[config.mk]
export PLATFORM = sky130hd
export DESIGN_NAME = rv32i_decoder
export DESIGN_NICKNAME = d
export VERILOG_FILES = /design/src/rtl/rv32i_decoder.sv
export SDC_FILE = /design/constraint.sdc
export NUM_CORES = 1
export LEC_CHECK = 0
export BUFFER_PORTS_ARGS = -buffer_cell sky130_fd_sc_hd__buf_2
export CAP_MARGIN = 30
export CORE_UTILIZATION = 55
export CTS_BUF_LIST = sky130_fd_sc_hd__clkbuf_8
export DETAILED_ROUTE_END_ITERATION = 16
export PLACE_DENSITY = 0.95
export SLEW_MARGIN = 20
export SYNTH_ARGS = -nofsm -noshare
export SYNTH_HDL_FRONTEND = slang
export SYNTH_SLANG_ARGS = --single-unit
export TNS_END_PERCENT = 100
[constraint.sdc]
create_clock -name clk -period 2.6 [get_ports clk]
set_clock_uncertainty 0.05 [all_clocks]
set_input_delay 0.13 -clock clk [delete_from_list [all_inputs] [get_ports clk]]
set_output_delay 0.13 -clock clk [all_outputs]
set_load 0.005 [all_outputs]
[src/rtl/rv32i_decoder.sv]
// rv32i_decoder: RV32I decode stage, between fetch and register read.
//
// Splits a 32-bit instruction into register indices with valid flags, the
// opcode class, funct3/funct7 and a 21-bit sign-extended immediate. Every
// decoded output is registered, so results appear one cycle after the
// instruction is sampled. A pipeline-wide stall freezes the output register.
//
// Ports:
//   clk              system clock, all state on the rising edge
//   reset            synchronous active-high reset, clears all outputs
//   instruction      instruction word from fetch
//   system_stall     pipeline stall; holds outputs and ignores instruction
//   rs1/rs2/rd       register indices, 0 whenever the matching valid is 0
//   rs1_valid/rs2_valid/rd_valid  register use flags
//   instruction_type opcode field inst[6:0]
//   funct3/funct7    function fields where the format defines them, else 0
//   immediate        format-dependent immediate, sign-extended to bit 20
//   decoder_stall    combinational copy of system_stall
//
// Optional build macro DECODER_X0_SUPPRESS_EN: when defined, an instruction
// whose rd field is x0 reports rd_valid=0 (writes to x0 are dropped here).
module rv32i_decoder #(
  parameter int INST_WIDTH     = 32,
  parameter int REG_ADDR_WIDTH = 5
) (
  input  logic                      clk,
  input  logic                      reset,
  input  logic [INST_WIDTH-1:0]     instruction,
  input  logic                      system_stall,
  output logic [REG_ADDR_WIDTH-1:0] rs1,
  output logic [REG_ADDR_WIDTH-1:0] rs2,
  output logic [REG_ADDR_WIDTH-1:0] rd,
  output logic                      rs1_valid,
  output logic                      rs2_valid,
  output logic                      rd_valid,
  output logic [6:0]                instruction_type,
  output logic [2:0]                funct3,
  output logic [6:0]                funct7,
  output logic [20:0]               immediate,
  output logic                      decoder_stall
);

  localparam logic [6:0] OP_R      = 7'b0110011;
  localparam logic [6:0] OP_IMM    = 7'b0010011;
  localparam logic [6:0] OP_LOAD   = 7'b0000011;
  localparam logic [6:0] OP_STORE  = 7'b0100011;
  localparam logic [6:0] OP_BRANCH = 7'b1100011;
  localparam logic [6:0] OP_JALR   = 7'b1100111;
  localparam logic [6:0] OP_JAL    = 7'b1101111;
  localparam logic [6:0] OP_LUI    = 7'b0110111;
  localparam logic [6:0] OP_AUIPC  = 7'b0010111;

  typedef struct packed {
    logic [REG_ADDR_WIDTH-1:0] rs1;
    logic [REG_ADDR_WIDTH-1:0] rs2;
    logic [REG_ADDR_WIDTH-1:0] rd;
    logic                      rs1_valid;
    logic                      rs2_valid;
    logic                      rd_valid;
    logic [6:0]                itype;
    logic [2:0]                funct3;
    logic [6:0]                funct7;
    logic [20:0]               imm;
  } dec_t;

  dec_t        dec_d, dec_q;
  logic [31:0] inst;

  assign inst = instruction[31:0];

  always_comb begin
    dec_d       = '0;
    dec_d.itype = inst[6:0];
    case (inst[6:0])
      OP_R: begin
        dec_d.rs1_valid = 1'b1;
        dec_d.rs2_valid = 1'b1;
        dec_d.rd_valid  = 1'b1;
        dec_d.funct3    = inst[14:12];
        dec_d.funct7    = inst[31:25];
      end
      OP_IMM: begin
        dec_d.rs1_valid = 1'b1;
        dec_d.rd_valid  = 1'b1;
        dec_d.funct3    = inst[14:12];
        dec_d.imm       = {{9{inst[31]}}, inst[31:20]};
        // Only shifts carry a real funct7 (SRLI/SRAI select bit); for the
        // rest inst[31:25] is immediate data and must not leak out.
        if (inst[14:12] == 3'b001 || inst[14:12] == 3'b101)
          dec_d.funct7 = inst[31:25];
      end
      OP_LOAD, OP_JALR: begin
        dec_d.rs1_valid = 1'b1;
        dec_d.rd_valid  = 1'b1;
        dec_d.funct3    = inst[14:12];
        dec_d.imm       = {{9{inst[31]}}, inst[31:20]};
      end
      OP_STORE: begin
        dec_d.rs1_valid = 1'b1;
        dec_d.rs2_valid = 1'b1;
        dec_d.funct3    = inst[14:12];
        dec_d.imm       = {{9{inst[31]}}, inst[31:25], inst[11:7]};
      end
      OP_BRANCH: begin
        dec_d.rs1_valid = 1'b1;
        dec_d.rs2_valid = 1'b1;
        dec_d.funct3    = inst[14:12];
        dec_d.imm       = {{8{inst[31]}}, inst[31], inst[7], inst[30:25],
                           inst[11:8], 1'b0};
      end
      OP_JAL: begin
        dec_d.rd_valid = 1'b1;
        dec_d.imm      = {inst[31], inst[19:12], inst[20], inst[30:21], 1'b0};
      end
      OP_LUI, OP_AUIPC: begin
        dec_d.rd_valid = 1'b1;
        // 20-bit upper immediate, bit 20 carries the sign.
        dec_d.imm      = {inst[31], inst[31:12]};
      end
      default: ;  // unknown opcode decodes as a bubble
    endcase

`ifdef DECODER_X0_SUPPRESS_EN
    if (inst[11:7] == 5'd0)
      dec_d.rd_valid = 1'b0;
`endif

    dec_d.rs1 = dec_d.rs1_valid ? inst[19:15] : '0;
    dec_d.rs2 = dec_d.rs2_valid ? inst[24:20] : '0;
    dec_d.rd  = dec_d.rd_valid  ? inst[11:7]  : '0;
  end

  // Reset wins over stall; a stall simply skips the capture.
  always_ff @(posedge clk) begin
    if (reset)
      dec_q <= '0;
    else if (!system_stall)
      dec_q <= dec_d;
  end

  assign rs1              = dec_q.rs1;
  assign rs2              = dec_q.rs2;
  assign rd               = dec_q.rd;
  assign rs1_valid        = dec_q.rs1_valid;
  assign rs2_valid        = dec_q.rs2_valid;
  assign rd_valid         = dec_q.rd_valid;
  assign instruction_type = dec_q.itype;
  assign funct3           = dec_q.funct3;
  assign funct7           = dec_q.funct7;
  assign immediate        = dec_q.imm;
  assign decoder_stall    = system_stall;

endmodule

# ---- Word level (Yosys, flattened, before mapping)
# Index checks and enable logic that the tools add are counted.
# W data, S select, Z words.
dict set report totals {
  rom_bits 0
  ram_bits 0
  out_inout_bits 57
  reg_bits 56
  in_bits 35
  elab_cells 37
  memories 0
  latchBits 0
}
dict set report op_classes {
  bitwise_logic 0
  n_eq_ne 11
  n_lt_le_gt_ge 0
  n_shift 0
  addsub 0
  n_mux 10
  mul 0
  n_div 0
  reduce_logical 6
}
# cell n
set op_table {}
lappend op_table {{$pmux W21 S5} 1}
lappend op_table {{$eq A7 B6 Y1 const B} 3}
lappend op_table {{$eq A7 B7 Y1 const B} 3}
lappend op_table {{$mux W5} 3}
lappend op_table {{$eq A7 B5 Y1 const B} 2}
lappend op_table {{$pmux W7 S2} 1}
lappend op_table {{$eq A7 B2 Y1 const B} 1}
lappend op_table {{$mux W7} 1}
lappend op_table {{$reduce_or A7 Y1} 1}
lappend op_table {{$reduce_or A3 Y1} 2}
lappend op_table {{$reduce_or A6 Y1} 1}
lappend op_table {{$eq A3 B1 Y1 const B} 1}
lappend op_table {{$eq A3 B3 Y1 const B} 1}
lappend op_table {{$mux W1} 3}
lappend op_table {{$mux W3} 1}
lappend op_table {{$reduce_or A2 Y1} 1}
lappend op_table {{$logic_or A1 B1 Y1} 1}

# ---- Longest topological paths before layout
# Gate-level depths: netlist of run 1.
dict set report logic_depth {
  depth_word 4
  depth_mapped 6
  depth_no_buf 4
}

# ---- Worst setup path before layout of run 1
# Ideal clock, no wire load.
dict set report synth_path {
  path_type {in2reg}
  start {input port system_stall}
  end {register dec_q (netlist bit immediate[5])}
  setup_ps 122
  path_buffers 1
  cell_stages 5
  t_required_ps 2428
  t_arrival_ps 1199
  setup_slack_ps 1229
  cell_sequence {buf_2 nand3b_1 nor2_1 and2_1 a221o_1}
}
# item line
set synth_lines {}
lappend synth_lines {{start: declaration} 29} ;# input logic system_stall,
lappend synth_lines {{end signal: assignment} 136} ;# dec_q <= '0;
lappend synth_lines {{end signal: assignment} 138} ;# dec_q <= dec_d;
lappend synth_lines {{end: declaration} 66} ;# dec_t dec_d, dec_q;

# ---- Worst setup path after layout of run 1
dict set report layout_path {
  start {input port instruction[6]}
  end {register dec_q (netlist bit immediate[17])}
}
dict set report layout_via {
  elab_chain_cells 3
  elab_cells_between_ends 11
  cone_classes {8 x eq/ne; 1 x mux; 2 x reduce/logical}
}
# item line
set layout_rtl {}
lappend layout_rtl {{start: declaration} 28} ;# input logic [INST_WIDTH-1:0] instruction,
lappend layout_rtl {{$eq A7 B2 Y1, or another cell as far along} 74} ;# case (inst[6:0])
lappend layout_rtl {{$reduce_or A3 Y1 (no line) / $reduce_or A2 Y1 (equally long branches)} n/a}
lappend layout_rtl {{$pmux W21 S5 (*)} 74}
# Mark *: on every way between the ends. The rest lies on a longest branch, timed or not.
# A chain may end at the register's enable or synchronous reset.

==> results of run 1 <==
## routing by layer
layer  track usage [%]  vias to the layer above  share of wire, %
met4              13.0                        0               2.1
li1                  -                     1087                 -
met2              41.5                      146                45
met3              7.57                       17                11
met1              36.9                     1096                42
met5                 0                        -                 0
## worst register-to-register path, stage by stage (launching register included)
cell	delay, ps
dfxtp_1	350
a222oi_1	400
a221oi_2	120
## cells by family (layout without fill, tap and decap cells)
family                 count (synthesis)  after routing  share of synthesized area [%]
AOI/OAI and AO/OA                     78             78                           28.6
and+or+nand+nor                       72             72                           17.5
DFF                                   56             56                           45.6
buffers and inverters                 23            109                           4.43
muxes                                  9              9                           3.92
## per-stage QoR
step	total power [mW]	cells	cell area (µm²)	hold slack [ps]
finish	1.52	374	3010	9.75
global route	1.58	374	3010	10.4
CTS	1.53	374	3010	0.677
detailed placement	1.05	366	2920	333
global placement	1.05	366	2920	325
floorplan	0.983	238	2460	206
## power by group
group          total [mW]  internal [mW]  switching (mW)  leakage, nW
Clock               0.483          0.192           0.291       0.0445
Sequential          0.872          0.867         0.00459        0.453
Combinational       0.167         0.0585           0.109        0.838
Total                1.52           1.12           0.404         1.33
## layout make-up
type / instances / area [µm²]
Timing Repair Buffer: 94 / 478
Clock inverter: 3 / 21.3
Sequential cell: 56 / 1120
Fill cell: 314 / 1140
Tap cell: 50 / 62.6
Multi-Input combinational cell: 159 / 1230
Inverter: 7 / 26.3
Clock buffer: 5 / 68.8
## registers in the layout (all words and copies together) (netlist names)
signal and flops:
rs1 5, rs2_valid 1, instruction_type 7, immediate 21, funct3 3, rs1_valid 1, rd 5, funct7 7
rd_valid 1, rs2 5
## worst max path at each step
stage	start	end	slack, ps
2_1_floorplan	system_stall	immediate[5]	1230
3_3_place_gp	instruction[6]	immediate[19]	990
3_5_place_dp	instruction[6]	immediate[17]	890
4_1_cts	instruction[6]	immediate[17]	1240
5_1_grt	instruction[6]	immediate[12]	1160
6_report	instruction[6]	immediate[17]	1210
## layout by cell type (no fill, tap or decap), drive strengths merged, types with 7 or more instances in the layout
master,count
a22oi,12
a221oi,8
nand2,21
a222oi,12
buf,94
mux2i,7
dfxtp,56
a22o,13
o21ai,8
and2,7
nor2,24
inv,8
==> implementation parameters, run 1 <==
Parameter                              Value

Power
  Cell area power density    just over 500 nW/µm²
  Largest vdd supply drop    0.000335 V
  Lkg Pwr    approximately 1.3 nW

Clock tree
  Number of sinks on the clock net    56
  CTS resizes    0
  Number of H-tree levels    2
  Clock root buffer master    clkbuf_8
  Insertion delay of the later-clocked pin in the worst-skew pair    slightly above 300 ps
  CTS tree    yes
  Number of buffers on the longest clock path    2
  Clock transition at the registers of the reported paths    about 100 ps
  Total clock buffers created by CTS    5
  # Post-CTS Setup Buffers    0
  Hold buffer count at cts    0

Finish
  Final net count    358
  Fin util    just over 70%
  Diodes inserted    0
  Area Overhead vs Synth    22.3%
  Ratio of cells with drive above 1 in the final layout    a little under two fifths

GRT
  Leftover overflow at the end of global routing    0
  Vias in the first global route    1954
  Number of antenna violations at the first check in global routing    0
  First-pass GRT wire length    between 9000 and 10000 µm
  Global Route Usage Sum    between 20% and 30%
  Pin count of the biggest net entering global routing    44

Die
  Effective utilization at floorplan    approximately 60%
  Number of rows in the core area    23
  Ports    a little over 90
  Width of the die    68.9 µm
  Die Span Y    ~69 µm
  Die area    approximately 4700 µm²
  Floorplan Core Area    about 4100 µm²

Timing
  Min setup slack post-route    approximately 1200 ps
  Share of the cycle needed by the critical path after routing    a little over half
  Tightest slew margin relative to the limit    roughly two thirds
  Time the final worst path needs with I/O delays and setup    between 1000 and 1500 ps
  Final Hold Vio Count    0
  Final Max Tran Viols    0
  Worst slew pin tran    around 500 ps
  Endpoints failing setup    0
  Peak clock frequency supported by timing    about 0.7 GHz
  Setup repair after global routing missed its margin    false
  Final total negative setup slack    0 ps

Synthesis
  Average footprint of a synthesized cell    10.3 µm²
  Share of synthesized area occupied by flip-flops and latches    45.6%
  Count of mapped cells out of synthesis    roughly 240
  Cell types with the largest area share after synthesis    dfxtp_1 (46%), a222oi_1 (4.9%), a22o_1 (4.6%)
  Area of the mapped netlist    between 2000 and 2500 µm²
  Top FF cell, synth    dfxtp_1
  Most instantiated cells after synthesis    dfxtp_1 (56), nor2_1 (24), nand2_1 (21)
  Cell variety after synth    49
  Library cell occupying the most area in the post-synthesis netlist    dfxtp_1
  Most frequent cell after synthesis    dfxtp_1
  Async set or reset register ratio after synthesis    0%
  Share of the synthesized area in the top cell type    a little under half
  Seq cells post-synth    56
  Warnings from Yosys    0
  Number of nets in the synthesized netlist    273
  Count of flip-flops with a built-in enable after synthesis    0

Setup path
  Number of buffer and inverter instances along the worst setup path    1
  Crit-path leading delay family    simple AND/OR/NAND/NOR gates
  Worst reg2reg setup slack    about 1600 ps
  Critical Path End Type    register
  Crit path launch type    input pin
  Reg2Reg Depth    2
  Cell with the largest stage delay on the worst path    nor3_4
  Worst reg2reg path endpoint    immediate[19]
  Critical-path cell list    buf_2, nand2b_2, nor3_4, a222oi_1, a221oi_1
  Launching point of the worst reg2reg path    immediate[19]
  Critical path's largest stage delay    490 ps
  Required time at the endpoint of the critical path    approximately 2800 ps
  Critical path depth in cells    5
  Type of the worst setup path    input pin to register
  Signal arrival time at the worst endpoint    between 1500 and 2000 ps
  Top fanout value on the critical path    14

Hold path
  Min-Delay Endpoint    rd[3]
  Start point of the worst min-delay path    instruction[10]
  Min-delay worst type    input pin to register
  Min-Delay Path Depth    2

Route
  Average wire per standard cell    between 15 and 20 µm
  DRC errors left    0
  Mean number of vias per cell    between 6 and 7
  Violation count after the first detailed-routing iteration    ~270
  Length of the first detailed-routing pass in iterations    6
  Vias    between 2000 and 2500
  Number of nets still failing antenna checks after routing    0
  Wirelength, routed    around 6500 µm

Placement
  Count of buffers from port buffering    slightly above 90
  Place WS    ~900 ps
  Global placement routability congestion    slightly above 1
  Estimated wirelength of the detail-placed design    just under 5000 µm

Outcome
  Result of the run    complete, no violations

Flow run
  Maxcap violations    0
No activity file was read; power rests on OpenSTA's default activity.
==> inputs of run 2 (changes only) <==
CORE_UTILIZATION = 51   (was 55)
PLACE_DENSITY = 0.89   (was 0.95)
clock period = 1.4 ns   (was 2.6 ns; I/O delays follow)
==> implementation parameters, run 2 (synthesized netlist as in run 1, its figures left out) <==
Parameter                              Value

Outcome
  Result of the run    complete, no violations

Hold path
  Min-delay worst type    input pin to register
  Min-Delay Path Depth    3 (+1)

Finish
  Post-route standard cell area excluding fillers    3390 µm² (+13%)
  Final Instance Count excl. Fillers    417 (+11%)
  Final net count    399 (+11%)
  Ratio of cells with drive above 1 in the final layout    39.2% (+1.5 points)
  Area Overhead vs Synth    37.9%
  Most common library cell in the layout ignoring fill and taps    buf_2
  Leading cell types in the layout, fill and taps excluded    buf_2 (89), dfxtp_1 (56), buf_4 (24)
  Diodes inserted    0 (unchanged)
  Flip-flop count of the largest register after layout    21 (unchanged)

Placement
  Estimated wirelength of the detail-placed design    5240 µm (+7.8%)
  Global placement routability congestion    0.921 (-8.6%)
  Place WS    -118 ps (-1010 ps)
  Count of buffers from port buffering    91 (unchanged)
  Placed insts    389 (+6.3%)
  Post-detailed-placement cell area    3090 µm² (+5.9%)

Clock tree
  Number of buffers on the longest clock path    2 (unchanged)
  CTS tree    yes
  # Post-CTS Setup Buffers    0 (unchanged)
  Number of H-tree levels    2 (unchanged)
  Total clock buffers created by CTS    5 (unchanged)
  Number of sinks on the clock net    56 (unchanged)
  Insertion delay of the later-clocked pin in the worst-skew pair    310 ps (about the same)
  Clock transition at the registers of the reported paths    90 ps (about the same)
  Clock root buffer master    clkbuf_8

Route
  DRC errors left    0 (unchanged)
  Violation count after the first detailed-routing iteration    301 (+13%)
  Average wire per standard cell    17.9 µm (+2.9%)
  Wirelength, routed    7480 µm (+15%)
  Mean number of vias per cell    5.95 (-5.2%)
  Number of nets still failing antenna checks after routing    0 (unchanged)
  Length of the first detailed-routing pass in iterations    6 (unchanged)
  Vias    2481 (+5.8%)

Setup path
  Reg2Reg Depth    2 (unchanged)
  Type of the worst setup path    input pin to register
  Critical Path End Type    register
  Signal arrival time at the worst endpoint    1550 ps (about the same)
  Top fanout value on the critical path    10 (-4)
  Crit path launch type    input pin
  Required time at the endpoint of the critical path    1610 ps (-1150 ps)

Die
  Ports    92 (unchanged)
  Effective utilization at floorplan    54.6% (-4.7 points)
  Die area    5100 µm² (+7.6%)
  Die Span Y    71.4 µm (+3.7%)
  Floorplan Core Area    4500 µm² (+8.7%)
  Width of the die    71.4 µm (+3.7%)
  Number of rows in the core area    24 (+4.3%)

Power
  Lkg Pwr    1.54 nW (+15%)
  Final Total Pwr    2.89 mW (+90%)
  Cell area power density    851 nW/µm² (+68%)
  Largest vdd supply drop    0.000719 V (+110%)

Timing
  Worst slew pin tran    464 ps (-50.2 ps)
  Share of the cycle needed by the critical path after routing    between 90% and 100%
  Time the final worst path needs with I/O delays and setup    between 1000 and 1500 ps
  Fin Hold WS    13.9 ps (+4.13 ps)
  Setup repair after global routing missed its margin    false
  Endpoints failing setup    0 (unchanged)
  Final Hold Vio Count    0 (unchanged)
  Final Max Tran Viols    0 (unchanged)
  Min setup slack post-route    65.9 ps (-1140 ps)
  Peak clock frequency supported by timing    between 0.7 and 0.8 GHz
  Tightest slew margin relative to the limit    69.0% (+3.6 points)

GRT
  Vias in the first global route    2434 (+25%)
  First-pass GRT wire length    11900 µm (+25%)
  Pin count of the biggest net entering global routing    31 (-30%)
  Number of antenna violations at the first check in global routing    0 (unchanged)
  Global Route Usage Sum    30.5% (+2.7 points)
  Leftover overflow at the end of global routing    0 (unchanged)

Flow run
  Maxcap violations    0 (unchanged)
[run 2: changes by cell type in the layout (fill, tap and decap cells not counted), moves of 2 or more]
cell	previous run	this run
dlygate4sd3_1	0	20
buf_4	3	24
inv_1	7	9
buf_2	91	89
[run 2: cell type report]
class | instances | area, µm²
clock inverter | 3 | 16.3
sequential | 56 | 1120
multi-input combinational | 159 | 1240
tap | 52 | 65.1
timing repair buffer | 135 | 853
clock buffer | 5 | 68.8
fill | 327 | 1110
inverter | 7 | 26.3
[run 2: report_power, final]
part / internal [mW] / switching, mW
sequential: 1.61 / 0.00862
clock: 0.344 / 0.519
combinational: 0.178 / 0.226
total: 2.13 / 0.753
[run 2: metrics by stage]
step	setup TNS, ps	util, %
after CTS	0	74.9
after global routing	0	75.3
after detailed placement	-727	68.6
after global placement	-239	68.6
after floorplan	0	-
final	0	75.3
[run 2: critical path, stage by stage]
cell and delay [ps]:
dlygate4sd3_1 540, clkbuf_4 170, nor2b_1 270, buf_4 230, and2_1 150, a221o_1 110
[run 2: final timing paths]
path / from / endpoint / slack, ps
setup reg to reg: immediate[19] / immediate[19] / 350
setup / recovery: reset / immediate[5] / 70
hold / removal: instruction[30] / funct7[5] / 10
hold reg to reg: immediate[4] / immediate[4] / 400
[run 2: metal layers]
layer / global-route usage (%) / vias to the layer above / share of wire, %
met2: 48.9 / 145 / 47
met1: 39.2 / 1157 / 42
met5: 0 / - / 0
met3: 8.44 / 12 / 8.6
li1: - / 1167 / -
met4: 12.2 / 0 / 1.7
[run 2: repair_timing]
action                                 4_1_cts  5_1_grt
hold buffers                                20        0
endpoints found under the hold margin       23        0
setup endpoints to repair                    0       17
gates resized for setup                      0        4
==> inputs of run 3 (changes only) <==
CORE_UTILIZATION = 46   (was 51)
PLACE_DENSITY = 0.85   (was 0.89)
clock period = 1.1 ns   (was 1.4 ns; I/O delays follow)
==> implementation parameters, run 3 (synthesized netlist as in run 1, its figures left out) <==
Parameter                              Value

Timing
  Setup repair after global routing missed its margin    true
  Peak clock frequency supported by timing    0.941 GHz
  Endpoints failing setup    0 (unchanged)
  Final total negative setup slack    0 ps (unchanged)
  Min setup slack post-route    37.8 ps (-28.1 ps)
  Final Max Tran Viols    0 (unchanged)
  Time the final worst path needs with I/O delays and setup    approximately 1100 ps
  Fin Hold WS    0.0294 ps (-13.8 ps)
  Tightest slew margin relative to the limit    72.6% (+3.6 points)
  Share of the cycle needed by the critical path after routing    a little over nine tenths
  Final Hold Vio Count    0 (unchanged)
  Worst slew pin tran    410 ps (-54.1 ps)

GRT
  Global Route Usage Sum    28.3% (-2.3 points)
  Pin count of the biggest net entering global routing    28 (-9.7%)
  Vias in the first global route    2508 (+3.0%)
  Number of antenna violations at the first check in global routing    0 (unchanged)
  First-pass GRT wire length    11800 µm (-0.58%)
  Leftover overflow at the end of global routing    0 (unchanged)

Setup path
  Type of the worst setup path    input pin to register
  Critical-path cell list    buf_4, nand2b_4, mux2_4, nor4_4, buf_6, a22o_1
  Critical Path End Type    register
  Critical path's largest stage delay    340 ps (-200 ps)
  Reg2Reg Depth    2 (unchanged)
  Crit path launch type    input pin
  Signal arrival time at the worst endpoint    1280 ps (-270 ps)
  Top fanout value on the critical path    8 (-2)
  Required time at the endpoint of the critical path    1320 ps (-290 ps)
  Cell with the largest stage delay on the worst path    nor4_4
  Launch point of the critical path    instruction[4]
  Launching point of the worst reg2reg path    immediate[16]

Finish
  Most common library cell in the layout ignoring fill and taps    buf_2
  Fillers    424 (+30%)
  Leading cell types in the layout, fill and taps excluded    buf_2 (87), dfxtp_1 (55), buf_4 (38)
  Ratio of cells with drive above 1 in the final layout    43.3% (+4.1 points)
  Area Overhead vs Synth    46.6%
  Diodes inserted    0 (unchanged)
  Final Instance Count excl. Fillers    451 (+8.2%)
  Final net count    415 (+4.0%)
  Flip-flop count of the largest register after layout    21 (unchanged)

Route
  DRC errors left    0 (unchanged)
  Number of nets still failing antenna checks after routing    0 (unchanged)
  Vias    2603 (+4.9%)
  Length of the first detailed-routing pass in iterations    5 (-1)
  Violation count after the first detailed-routing iteration    298 (-1.0%)
  Wirelength, routed    7710 µm (+3.1%)
  Mean number of vias per cell    5.77 (-3.0%)
  Average wire per standard cell    17.1 µm (-4.7%)

Power
  Largest vdd supply drop    0.000754 V (+4.9%)
  Internal power contribution    2.78 mW (+30%)
  Cell area power density    1060 nW/µm² (+24%)
  Lkg Pwr    1.63 nW (+6.2%)
  Switching Fraction    27.1% (+0.99 points)
  Final Total Pwr    3.81 mW (+32%)
  Share of total power in combinational logic    14.8% (+0.8 points)
  Share of power burned in the clock network    31.2% (+1.3 points)
  Power dissipated by switching net loads    1.03 mW (+37%)
  Part of the power in registers    54.1% (-2.0 points)

Die
  Effective utilization at floorplan    47.8% (-6.7 points)
  Width of the die    75.1 µm (+5.2%)
  Die Span Y    75.1 µm (+5.2%)
  Die area    5640 µm² (+11%)
  Ports    92 (unchanged)
  Floorplan Core Area    5140 µm² (+14%)
  Number of rows in the core area    26 (+8.3%)

Clock tree
  Clock transition at the registers of the reported paths    110 ps (+20 ps)
  CTS tree    yes
  Number of buffers on the longest clock path    2 (unchanged)
  Clock root buffer master    clkbuf_8
  Number of H-tree levels    2 (unchanged)
  Total clock buffers created by CTS    5 (unchanged)
  Insertion delay of the later-clocked pin in the worst-skew pair    320 ps (about the same)
  Number of sinks on the clock net    56 (unchanged)

Hold path
  Min-Delay Path Depth    3 (unchanged)
  Start point of the worst min-delay path    instruction[1]
  Min-delay worst type    input pin to register

Placement
  Global placement routability congestion    0.934 (+1.5%)
  Count of buffers from port buffering    91 (unchanged)
  Placed insts    421 (+8.2%)
  Place WS    -331 ps (-214 ps)
  Estimated wirelength of the detail-placed design    5680 µm (+8.3%)

Outcome
  Result of the run    complete, no violations

Flow run
  Maxcap violations    0 (unchanged)
## run 3: path summary, 6_finish.rpt
path              slack [ps]             endpoint
hold reg to reg          400        immediate[10]
setup / recovery          40               rs1[2]
hold / removal          0.03  instruction_type[1]
setup reg to reg          60        immediate[16]
## run 3: through the flow
step,utilization (%),area [µm²]
2_1_floorplan,-,2530
3_3_place_gp,63.2,3250
3_5_place_dp,63.2,3250
4_1_cts,69.4,3560
5_1_grt,70.1,3600
6_report,70.1,3600
## run 3: worst max-delay path: cells and delay by family
kind | cells | cell delay (ps)
AOI/OAI and AO/OA | 1 | 130
muxes | 1 | 290
and+or+nand+nor | 2 | 480
buffers and inverters | 2 | 320
## run 3: cell type report
type | count | area (µm²) | area share (%)
multi-input combinational | 159 | 1280 | 35.6
sequential | 56 | 1120 | 31.1
timing repair buffer | 151 | 990 | 27.5
tap | 70 | 87.6 | 2.43
clock buffer | 5 | 68.8 | 1.91
inverter | 7 | 26.3 | 0.729
clock inverter | 3 | 25.0 | 0.694
## run 3: routing by layer
layer | vias up | track usage, % | wire length (µm)
li1 | 1200 | - | -
met1 | 1217 | 35.9 | 3090
met2 | 159 | 46.5 | 3650
met3 | 27 | 7.36 | 786
met4 | 0 | 9.85 | 187
met5 | - | 0 | 0
## run 3: power groups by stage
stage	Sequential [mW]	Clock, mW	Combinational [mW]
after floorplan	2.11	0	0.240
after global placement	2.11	0	0.476
after detailed placement	2.11	0	0.484
after CTS	2.06	1.21	0.547
after global routing	2.06	1.29	0.604
final	2.06	1.19	0.563
## run 3: what timing repair did
item	in CTS	in global routing
resized for setup	0	11
hold buffers	22	0
hold endpoints to repair	26	0
buffers inserted	0	1
endpoints found under the setup margin	0	25
